`config.mk`:
```
export PLATFORM = sky130hd
export DESIGN_NAME = jtframe_6801per
export DESIGN_NICKNAME = d
export VERILOG_FILES = /design/src/rtl/jtframe_6801per.sv
export SDC_FILE = /design/constraint.sdc
export NUM_CORES = 1
export LEC_CHECK = 0
export CAP_MARGIN = 15
export CORE_ASPECT_RATIO = 1.4
export CORE_MARGIN = 2
export CORE_UTILIZATION = 56
export CTS_CLUSTER_SIZE = 25
export DETAILED_ROUTE_END_ITERATION = 8
export GPL_TIMING_DRIVEN = 0
export HOLD_SLACK_MARGIN = 0.15
export PLACE_DENSITY = 0.78
export SYNTH_ARGS = -nofsm -noshare
export SYNTH_HDL_FRONTEND = slang
export SYNTH_SLANG_ARGS = --single-unit
```
`constraint.sdc`:
```
create_clock -name clk -period 5.54 [get_ports clk]
set_input_delay 1.662 -clock clk [delete_from_list [all_inputs] [get_ports clk]]
set_output_delay 1.662 -clock clk [all_outputs]
set_load 0.1 [all_outputs]
```
`src/rtl/jtframe_6801per.sv`:
```
// On-chip peripherals for the 6801/63701 wrapper: I/O ports with DDRs, the
// free-running timer with output compare, input capture and overflow, and scratch RAM.
module jtframe_6801per #(
    parameter int unsigned PORTS  = 4,
    parameter int unsigned PRESC  = 1,
    parameter int unsigned MAXREG = 27
)(
    input  logic        clk,
    input  logic        rst,
    input  logic        cen,
    input  logic        cs,
    input  logic        wrn,
    input  logic [4:0]  addr,
    input  logic [7:0]  din,
    output logic [7:0]  dout,
    input  logic [31:0] p_in,
    output logic [31:0] p_out,
    output logic [31:0] p_ddr,
    input  logic        icap_in,
    output logic        ocmp_out,
    output logic        irq_icf,
    output logic        irq_ocf,
    output logic        irq_tof
);

    localparam int unsigned NPORT = 4;
    localparam int unsigned NREG  = 32;
    localparam int unsigned SCR0  = 15;
    localparam logic [7:0]  PTOP  = 8'(PRESC - 1);

    localparam logic [4:0] A_TCSR = 5'h08;
    localparam logic [4:0] A_FRCH = 5'h09;
    localparam logic [4:0] A_FRCL = 5'h0A;
    localparam logic [4:0] A_OCRH = 5'h0B;
    localparam logic [4:0] A_OCRL = 5'h0C;
    localparam logic [4:0] A_ICRH = 5'h0D;
    localparam logic [4:0] A_ICRL = 5'h0E;

    logic [7:0]  ddr  [NPORT];
    logic [7:0]  pdat [NPORT];
    logic [7:0]  scr  [NREG];
    logic [4:0]  ctrl;
    logic        icf, ocf, tof;
    logic        arm_icf, arm_ocf, arm_tof;
    logic [15:0] frc, ocr, icr, frc_inc;
    logic [7:0]  latch, pcnt, pin_b;
    logic        icap_q;

    logic        wr_ev, rd_ev, port_sel, port_ok, scr_sel;
    logic [1:0]  pidx;
    logic        frc_wr, ocr_wr, tcsr_rd, tick, cap;
    logic        set_tof, set_ocf, clr_tof, clr_ocf, clr_icf;

    // Port n lives at {addr[2],addr[0]}; addr[1] selects data over DDR
    assign pidx     = {addr[2], addr[0]};
    assign port_sel = addr[4:3] == 2'b00;
    assign port_ok  = 32'(pidx) < PORTS;
    assign scr_sel  = (32'(addr) >= SCR0) && (32'(addr) <= MAXREG);
    assign pin_b    = p_in[{pidx, 3'b000} +: 8];

    assign wr_ev   = cs && cen && !wrn;
    assign rd_ev   = cs && cen && wrn;
    assign frc_wr  = wr_ev && addr == A_FRCH;
    assign ocr_wr  = wr_ev && (addr == A_OCRH || addr == A_OCRL);
    assign tcsr_rd = rd_ev && addr == A_TCSR;

    // A counter load restarts the prescaler, so that cycle never ticks
    assign tick    = cen && !frc_wr && pcnt == PTOP;
    assign frc_inc = frc + 16'd1;
    assign cap     = cen && (ctrl[1] ? (!icap_q && icap_in) : (icap_q && !icap_in));

    assign set_tof = tick && frc == 16'hFFFF;
    assign set_ocf = tick && !ocr_wr && frc_inc == ocr;
    assign clr_tof = rd_ev && addr == A_FRCH && arm_tof;
    assign clr_ocf = ocr_wr && arm_ocf;
    assign clr_icf = rd_ev && addr == A_ICRH && arm_icf;

    assign irq_icf = icf && ctrl[4];
    assign irq_ocf = ocf && ctrl[3];
    assign irq_tof = tof && ctrl[2];

    for (genvar g = 0; g < NPORT; g++) begin : g_port
        assign p_out[8*g +: 8] = pdat[g];
        assign p_ddr[8*g +: 8] = ddr[g];
    end

    always_ff @(posedge clk) begin
        if (rst) begin
            for (int i = 0; i < NPORT; i++) begin
                ddr[i]  <= '0;
                pdat[i] <= '0;
            end
        end else if (wr_ev && port_sel && port_ok) begin
            if (addr[1]) pdat[pidx] <= din;
            else         ddr[pidx]  <= din;
        end
    end

    always_ff @(posedge clk) begin
        if (rst) begin
            for (int i = 0; i < NREG; i++) scr[i] <= '0;
        end else if (wr_ev && scr_sel) begin
            scr[addr] <= din;
        end
    end

    // Timer, compare/capture and the read-then-access flag clear protocol
    always_ff @(posedge clk) begin
        if (rst) begin
            ctrl     <= '0;
            frc      <= '0;
            ocr      <= 16'hFFFF;
            icr      <= '0;
            latch    <= '0;
            pcnt     <= '0;
            ocmp_out <= 1'b0;
            icf      <= 1'b0;
            ocf      <= 1'b0;
            tof      <= 1'b0;
            arm_icf  <= 1'b0;
            arm_ocf  <= 1'b0;
            arm_tof  <= 1'b0;
            icap_q   <= icap_in;
        end else begin
            if (cen) begin
                icap_q <= icap_in;
                if (frc_wr || pcnt == PTOP) pcnt <= '0;
                else                        pcnt <= pcnt + 8'd1;
            end
            if (frc_wr)    frc <= 16'hFFF8;
            else if (tick) frc <= frc_inc;
            if (wr_ev && addr == A_TCSR) ctrl       <= din[4:0];
            if (wr_ev && addr == A_OCRH) ocr[15:8]  <= din;
            if (wr_ev && addr == A_OCRL) ocr[7:0]   <= din;
            if (rd_ev && addr == A_FRCH) latch      <= frc[7:0];
            if (cap)     icr      <= frc;
            if (set_ocf) ocmp_out <= ctrl[0];

            if (set_tof)      tof <= 1'b1;
            else if (clr_tof) tof <= 1'b0;
            if (set_ocf)      ocf <= 1'b1;
            else if (clr_ocf) ocf <= 1'b0;
            if (cap)          icf <= 1'b1;
            else if (clr_icf) icf <= 1'b0;

            if (clr_tof)             arm_tof <= 1'b0;
            else if (tcsr_rd && tof) arm_tof <= 1'b1;
            if (clr_ocf)             arm_ocf <= 1'b0;
            else if (tcsr_rd && ocf) arm_ocf <= 1'b1;
            if (clr_icf)             arm_icf <= 1'b0;
            else if (tcsr_rd && icf) arm_icf <= 1'b1;
        end
    end

    always_comb begin
        dout = 8'hFF;
        if (port_sel) begin
            if (port_ok)
                dout = addr[1] ? ((pdat[pidx] & ddr[pidx]) | (pin_b & ~ddr[pidx]))
                               : ddr[pidx];
        end else begin
            case (addr)
                A_TCSR:  dout = {icf, ocf, tof, ctrl};
                A_FRCH:  dout = frc[15:8];
                A_FRCL:  dout = latch;
                A_OCRH:  dout = ocr[15:8];
                A_OCRL:  dout = ocr[7:0];
                A_ICRH:  dout = icr[15:8];
                A_ICRL:  dout = icr[7:0];
                default: if (scr_sel) dout = scr[addr];
            endcase
        end
    end

endmodule

```
==> flow_summary.json <==
{
  "fill_cells": 1646,
  "drv_cap": 0,
  "hold_violations": 0,
  "ys_ff_latch": 261,
  "arrival_ns": 3.83,
  "fin_skew_ns": 0.0113,
  "seqCellArea_sq_mm": 0.00708,
  "holdWs_ns": 0.497,
  "wl_met2_mm": 20.6,
  "crit_fanout": 10,
  "synth.distinct_cells": 65,
  "clk_pin_slew_ns": 0.06,
  "syn2layout_area_growth_pct": 23.2,
  "seq_area_frac_synth_pct": 54.8,
  "slew_headroom_pct": 23.0,
  "peakVddDrop_mv": 0.293,
  "hold_path.class": "reg2reg",
  "clk_path_buf_depth": 3,
  "power_frac_seq_pct": 45.6,
  "cts.sinks": 261,
  "setup_violations": 0,
  "via_count": 9998,
  "crit_path_max_incr_delay_ns": 0.53,
  "synth_edf_count": 185,
  "grt_pass1_wl_mm": 60.9,
  "worst_slew_pin_slew_ns": 1.14,
  "dp_cells": 1530,
  "fin_crit_ns": 5.49,
  "avgRoutedWirePerCell_um": 26.3,
  "p_sw_uw": 1350,
  "min_period_over_period_pct": 99.1,
  "drt_wl_total_mm": 41.7,
  "core_area_sq_mm": 0.0226,
  "slowest_stage": "mux4_2",
  "min-delay-start": "ctrl[3]",
  "fmax_ghz": 0.182,
  "cp_cell_sequence": "clkbuf_4 > buf_12 > buf_8 > mux4_2 > a21oi_1 > nor2_1 > a2111oi_4 > buf_6",
  "clk_latency_ns": 0.55,
  "final_cells": 1588,
  "synthFlopType": "edfxtp_1",
  "p_leak_uw": 0.00567,
  "overflow": 0,
  "p_int_uw": 3520,
  "dp_hpwl_mm": 31.0,
  "start_kind": "input pin",
  "first_iter_violations": 1223,
  "cts_root_buf": "clkbuf_16",
  "multi_input_area_sq_mm": 0.00561,
  "path_class": "in2out",
  "die_area_sq_mm": 0.0243,
  "swShare_pct": 27.7,
  "cts-htree-levels": 1,
  "antenna_found_initial": 1,
  "rows": 65,
  "routed.top_layer": "met5",
  "avgSynthCellArea_sq_um": 11.9,
  "place.gp.congestion": 1.03,
  "drc": 0,
  "p_per_area_mw_per_mm2": 306,
  "fp.dieH_um": 184,
  "grt_use_total_pct": 34.0,
  "port_buffers": 123,
  "layout-drive-gt1-share_pct": 15.9,
  "wl_met1_mm": 14.1,
  "fin_nets": 1322,
  "critPathLaunch": "addr[0]",
  "initial_core_util_pct": 57.1,
  "required_ns": 3.88,
  "status": "completed",
  "antenna_left": 0,
  "syn_area_sq_mm": 0.0129,
  "met3WireLength_mm": 3.85,
  "reg2reg_from": "frc[1]",
  "ios": 127,
  "async_flop_share_pct": 0,
  "critical_path.top_delay_family": "buffers and inverters",
  "cp-end-kind": "output port",
  "critPathBufInv": 4,
  "die_x_um": 132,
  "numCtsBuffers": 26,
  "maxSlewViolCount": 0,
  "rsz0062_at_grt": "false",
  "yosys_warnings": 0,
  "synthCells": 1086,
  "combPwrFrac_pct": 16.4,
  "cts_tree": "built",
  "viasPerCell": 6.30,
  "clkPwrFrac_pct": 38.0,
  "grt_pass1_vias": 9801,
  "grt_max_degree": 15,
  "firstDrtPassIters": 6
}
## cell families (layout without fill, tap and decap cells)
| kind of cell | Yosys count | in the layout | synth area share (%) |
|---|---|---|---|
| multiplexers | 99 | 99 | 13.1 |
| adder cells (fa/ha/maj) | 3 | 3 | 0.291 |
| buffers and inverters | 100 | 285 | 3.67 |
| AND/OR/NAND/NOR | 438 | 438 | 18.5 |
| AO/OA/AOI/OAI | 152 | 152 | 7.36 |
| flip-flops | 261 | 261 | 54.8 |
| other | 1 | 17 | 0.0290 |
| XOR/XNOR | 32 | 32 | 2.17 |
## layer usage
metal	track usage, %	up-vias
met4	20.8	2
met1	40.2	4832
met2	57.9	670
met5	0	-
li1	-	4311
met3	5.90	183
## path summary, 6_finish.rpt
kind	end	slack, ns	cells past startpoint
worst max-delay path	dout[6]	0.05	8
worst min-delay path	ctrl[3]	0.50	2
worst max register to register	ocmp_out	2.47	7
worst min register to register	ctrl[3]	0.50	2
## tightest hold or removal path, stage by stage, from the launching register on
cell and delay [ns]:
dfxtp_1 0.33, nand2_1 0.06, a21oi_1 0.05
## placed cells by master, fill, tap and decap left out, drive strengths merged, types with 7 or more instances in the layout
cell type        n
edfxtp         185
and2           156
clkdlybuf4s50  112
clkbuf         111
nor2            92
dfxtp           76
mux4            56
nand2           54
o21ai           47
a21oi           43
mux2i           38
buf             37
nor3            26
nand3           21
xnor2           21
and3            19
conb            16
nand2b          13
inv             11
xor2            11
nor2b           11
o22ai            8
nor4             8
nand4            7
a211o            7
## metrics by stage
step,setup TNS (ns),total power [uW],cell area [sq um],utilization [%],worst slack [ns]
after floorplan,0,2760,13100,-,0.00229
after global placement,-14.05,3000,14700,65.1,-1.96
after detailed placement,-13.94,3010,14700,65.2,-1.96
after CTS,0,4850,15800,70.0,0.000258
after global routing,0,4960,15900,70.3,0.00319
final,0,4870,15900,70.4,0.0494
## state kept, by name, summed over array words and instances (netlist names)
register / count
tof: 1
ddr: 32
ctrl: 5
scr: 120
arm_tof: 1
icap_q: 1
icf: 1
pdat: 32
icr: 16
pcnt: 8
arm_icf: 1
ocf: 1
ocmp_out: 1
latch: 8
ocr: 16
frc: 16
arm_ocf: 1
## synthesized netlist by cell type (7+ instances only)
master	instances	area, sq um
edfxtp_1	185	5560
and2_1	156	976
nor2_1	92	345
dfxtp_1	76	1520
clkbuf_1	68	255
mux4_2	56	1260
nand2_1	54	203
o21ai_0	46	230
a21oi_1	43	215
mux2i_1	38	380
nor3_1	26	130
nand3_1	21	105
xnor2_1	21	184
and3_1	19	119
nand2b_1	13	81.3
inv_1	11	41.3
nor2b_1	11	68.8
xor2_1	11	96.3
clkbuf_8	8	110
o22ai_1	8	50.1
nor4_1	7	43.8
## what timing repair did
action | in CTS | in global routing
setup buffers | 3 | 0
hold buffers | 0 | 0
pin swaps | 4 | 2
setup endpoints to repair | 8 | 8
gates resized for setup | 114 | 18
## area by class of cell
cell class | instances | area share (%)
diodes | 1 | 0.0157
flip-flops and latches | 261 | 44.5
clock inverters | 13 | 1.03
well taps | 301 | 2.37
inverters | 11 | 0.260
clock buffers | 33 | 4.52
plain buffers | 87 | 3.51
repair buffers | 141 | 8.56
multi-input cells | 740 | 35.3
## power groups by stage
stage               Clock (uW)  Combinational [uW]  Sequential (uW)
finish                    1850                 797             2220
global route              1920                 816             2220
CTS                       1850                 781             2220
detailed placement           0                 755             2260
global placement             0                 748             2250
floorplan                    0                 335             2420
(Power assumes the default switching activity.)
